[config.mk]
export PLATFORM = sky130hd
export DESIGN_NAME = cp0_exc
export DESIGN_NICKNAME = d
export VERILOG_FILES = /design/src/rtl/cp0_exc.sv
export SDC_FILE = /design/constraint.sdc
export NUM_CORES = 1
export LEC_CHECK = 0
export ABC_AREA = 1
export BUFFER_PORTS_ARGS = -buffer_cell sky130_fd_sc_hd__buf_2
export CAP_MARGIN = 20
export CORE_MARGIN = 5
export CORE_UTILIZATION = 46
export DETAILED_ROUTE_END_ITERATION = 8
export PLACE_DENSITY = 0.81
export SYNTH_ARGS = -nofsm -noshare
export SYNTH_HDL_FRONTEND = slang
export SYNTH_SLANG_ARGS = --single-unit
[constraint.sdc]
create_clock -name clk -period 2 [get_ports clk]
set_input_delay 0.1 -clock clk [delete_from_list [all_inputs] [get_ports clk]]
set_output_delay 0.1 -clock clk [all_outputs]
set_load 0.005 [all_outputs]
[src/rtl/cp0_exc.sv]
// Coprocessor 0: takes exceptions and interrupts at M, and holds SR, Cause, EPC and PRId for mfc0, mtc0 and eret.
// Latency: int_req, exc_pc and dout are combinational; state updates at the next clk edge; hwint reaches Cause.IP one cycle late.
// Backpressure: none. int_req flushes F-M directly and drops any mtc0 or eret in the same cycle.
module cp0_exc #(
    parameter logic [31:0] PRID    = 32'h0000_4A11,
    parameter logic [31:0] HANDLER = 32'h0000_4180
) (
    input  logic        clk,
    input  logic        reset,
    input  logic [4:0]  addr,
    input  logic [31:0] din,
    input  logic        we,
    input  logic        eret_m,
    input  logic [31:0] pc_m,
    input  logic [31:0] cause_m,
    input  logic [5:0]  hwint,
    output logic [31:0] dout,
    output logic        int_req,
    output logic [31:0] exc_pc,
    output logic [31:0] epc_out
);

    logic [5:0]  srIm;
    logic        srExl;
    logic        srIe;
    logic        causeBd;
    logic [4:0]  excCode;
    logic [31:0] epc;
    logic [5:0]  hwintQ;
    logic        irq;
    logic        exc;
    logic        takeExc;
    logic [31:0] rdData;
    logic        unusedCauseBits;

    assign unusedCauseBits = ^{cause_m[30:7], cause_m[1:0]};

    assign irq     = (|(hwintQ & srIm)) & srIe & ~srExl;
    assign exc     = (cause_m[6:2] != 5'd0) & ~srExl;
    // Gated by reset so that no flush is requested while the core is held in reset.
    assign takeExc = (irq | exc) & reset;

    assign int_req = takeExc;
    assign exc_pc  = takeExc ? HANDLER : epc;
    assign epc_out = epc;

    always_ff @(posedge clk or negedge reset) begin
        if (!reset) begin
            srIm    <= 6'd0;
            srExl   <= 1'b0;
            srIe    <= 1'b0;
            causeBd <= 1'b0;
            excCode <= 5'd0;
            epc     <= 32'd0;
            hwintQ  <= 6'd0;
        end else begin
            hwintQ <= hwint;
            if (takeExc) begin
                srExl   <= 1'b1;
                causeBd <= cause_m[31];
                epc     <= cause_m[31] ? (pc_m - 32'd4) : pc_m;
                excCode <= irq ? 5'd0 : cause_m[6:2];
            end else begin
                if (eret_m) begin
                    srExl <= 1'b0;
                end
                if (we) begin
                    case (addr)
                        5'd12: begin
                            srIm  <= din[15:10];
                            srExl <= din[1];
                            srIe  <= din[0];
                        end
                        5'd14:   epc <= {din[31:2], 2'b00};
                        default: ;
                    endcase
                end
            end
        end
    end

    // Reads return registered state only: a mtc0 in the same cycle is not bypassed.
    always_comb begin
        rdData = 32'd0;
        case (addr)
            5'd12:   rdData = {16'b0, srIm, 8'b0, srExl, srIe};
            5'd13:   rdData = {causeBd, 15'b0, hwintQ, 3'b0, excCode, 2'b0};
            5'd14:   rdData = epc;
            5'd15:   rdData = PRID;
            default: rdData = 32'd0;
        endcase
    end

    assign dout = reset ? rdData : 32'd0;

endmodule
==> results.md <==
- Status: completed
- Upper clock frequency limit: 0.539 GHz
- Vias in the first global route: 4243
- Post-synth EDFFs: 0
- Die ar.: around 11000 um^2
- 1st-iter DRT viols: between 200 and 250
- Syn Inst Count: 646
- Post-synthesis sequential area ratio: 32.3%
- Synth Area in XOR/XNOR: 3.05%
- DRC viols: 0
- Final setup fails: 0
- Cell Pwr Density: 674 nW/um^2
- Top cells by area, synth: dfrtp_1 (32%), nand2_1 (23%), inv_1 (8.8%), nor2_1 (8.4%), o21ai_0 (4.8%)
- CTS tree: built
- Yosys reg bits: 52
- Core Util, Final: about three fifths
- Slowest-stage cell, CP: dfrtp_1
- Largest family of logic cells by synthesized area: simple AND/OR/NAND/NOR gates
- Syn_area_per_cell: just over 6 um^2
- Initial antenna violation count: 0
- Gr usage total: 22.9%
- Vias per inst: 4.83
- Ratio of cells with drive above 1 in the final layout: between 20% and 30%
- Syn. warnings: 0
- Worst skew pair latency: 0.30 ns
- Relative slew slack: 68.3%
- Critical Path RT: 1.90 ns
- Worst path cell trace: nand2_1 -> nand2_1 -> nor2_2 -> nand2_2 -> nand2_4 -> nand2_2 -> nand2_8 -> buf_12 -> nand2_1 -> buf_2
- CP max FO: 26
- CP dominant cell by count: nand2_1
- Boundary pin count: between 200 and 250
- Measured slew at the worst slew-check pin: 0.475 ns
- Starting Density: 46.6%
- P_leak: just over 0.003 uW
- Routed WL: ~13000 um
- Core Box Area: around 8600 um^2
- Total clock sinks: 52
- Mux cell area share after synthesis: 0%
- Diode count: 0
- Crit path capture type: primary output
- Remaining Overflow, GRT: 0
- Simple-gate portion of the synthesized area: 41.5%
- Cell variety after synth: 36
- Bufs on Longest Clock Path: 2
- Worst hold path class: in2reg
- Crit-path leading delay family: simple AND/OR/NAND/NOR gates
- Worst clock skew: 0.00720 ns
- Clock transition at the registers of the reported paths: 0.09 ns
- Crit path launch type: flip-flop
- First-pass GRT wire length: approximately 21000 um
- Fin. Hold Viols: 0
- Final worst path period share: 92.8%
- Largest net degree at the start of global routing: 55
- Pre-antenna DRT Iters: 5
- Via count: 4526
- Synth Area in Adders: 0.311%
- WL/cell: approximately 13 um
- Setup_tns: 0 ns
- Compound-Gate Fraction of Synth Area: 9.73%
- Most common cell in the netlist: nand2_1
- Top cells by count, synth: nand2_1 (244), inv_1 (94), nor2_1 (90)
- Final net count: 941
- Share of flip-flops with an asynchronous set or reset: 100%
- RSZ-0062 raised after global routing: no
- Setup slack, reg-to-reg: 0.28 ns
- Die X: between 100 and 150 um
- H-tree levels: 2
- WS Path Type: reg2out
- Worst path max stage delay: 0.40 ns
- Max-slew violations: 0
- HPWL Detailed: approximately 10000 um
- Synthesized area: just over 4000 um^2
- Port Buffer Count: 181
- CP Buf/Inv Count: 2
- Top FF cell, synth: dfrtp_1
- Arrival time worst endpoint: 1.76 ns
- Synth area leader: dfrtp_1
- Die extent in y: 104 um
- Fin crit period: 1.86 ns
- Max VDD drop: about 0.00033 V
- Total CTS buffers: 5
- Clk root buf: clkbuf_8
- Post-route ant nets: 0
- Syn Nets: 758
- Share of the synthesized area in the top cell type: about a third
- Max cap viols: 0
- Site row count: 34
- Synth-to-layout area growth: 28.7%
- RD Place Congestion: 0.957
report_power, final:
part	switching, uW	internal (uW)
Sequential	189	1280
Clock	339	372
Combinational	752	559
Total	1280	2210
metrics by stage:
| step | hold WS (ns) | instance area (um^2) | instances | worst slack (ns) | power (uW) |
|---|---|---|---|---|---|
| 2_1_floorplan | -0.196 | 4030 | 646 | 0.597 | 2150 |
| 3_3_place_gp | 0.123 | 4970 | 922 | 0.338 | 2740 |
| 3_5_place_dp | 0.124 | 4970 | 922 | 0.276 | 2770 |
| 4_1_cts | 0.0108 | 5160 | 938 | 0.0687 | 3500 |
| 5_1_grt | 0.0345 | 5180 | 938 | 0.0163 | 3750 |
| 6_report | 0.0142 | 5180 | 938 | 0.144 | 3490 |
layout make-up:
| cell class | count | area, um^2 |
|---|---|---|
| Multi-Input combinational cell | 476 | 2210 |
| Fill cell | 875 | 3450 |
| Clock buffer | 6 | 72.6 |
| Sequential cell | 52 | 1300 |
| Clock inverter | 2 | 35.0 |
| Inverter | 99 | 372 |
| Timing Repair Buffer | 195 | 1060 |
| Tap cell | 108 | 135 |
final timing paths:
check	startpoint	end	depth (start not counted)
setup / recovery	srIm[1]	exc_pc[8]	10
hold / removal	pc_m[0]	epc_out[0]	3
setup reg to reg	srIm[1]	epc_out[13]	11
hold reg to reg	excCode[2]	excCode[2]	2
max in group asynchronous	reset	epc_out[25]	3
min in group asynchronous	reset	excCode[2]	3
what timing repair did:
| action | CTS | global route |
|---|---|---|
| setup buffers | 0 | 0 |
| pin swaps | 0 | 0 |
| endpoints found under the setup margin | 1 | 2 |
| hold endpoints to repair | 59 | 0 |
| gates resized for setup | 1 | 4 |
| hold buffers | 8 | 0 |
sequential cells by signal, summed over array words and instances, names as in the netlist:
name / count
epc_out: 32
srIm: 6
causeBd: 1
hwintQ: 6
excCode: 5
srExl: 1
srIe: 1
tightest hold or removal path: cells and delay by family:
family,cells,cell delay [ns]
AO/OA/AOI/OAI,1,0.06
AND/OR/NAND/NOR,1,0.05
buffers and inverters,1,0.08
cells by family after synthesis:
| family | Yosys count |
|---|---|
| fa+ha+maj | 1 |
| simple gates | 395 |
| buf+inv | 118 |
| xor+xnor | 14 |
| flops | 52 |
| compound gates | 66 |
cell usage in the layout, fill, tap and decap left out, types with 6 or more instances in the layout:
master,synthesis,routed
nor2_1,90,90
o21ai_2,6,6
nor2_2,6,6
nand2_1,244,244
a21oi_1,6,6
buf_2,7,181
dlygate4sd3_1,0,8
xor2_1,10,10
inv_1,94,94
dfrtp_1,52,52
nand4_1,7,7
o21ai_0,39,39
nand3_1,30,30
routing by layer:
layer	share of wire (%)	wire length, um	track usage, %	vias to the layer above
li1	-	-	-	2332
met4	1.9	236	4.97	0
met3	5.1	640	3.86	23
met2	48	6090	38.9	145
met5	0	0	0	-
met1	45	5650	30.4	2026
Power figures use the tool's default switching activity.
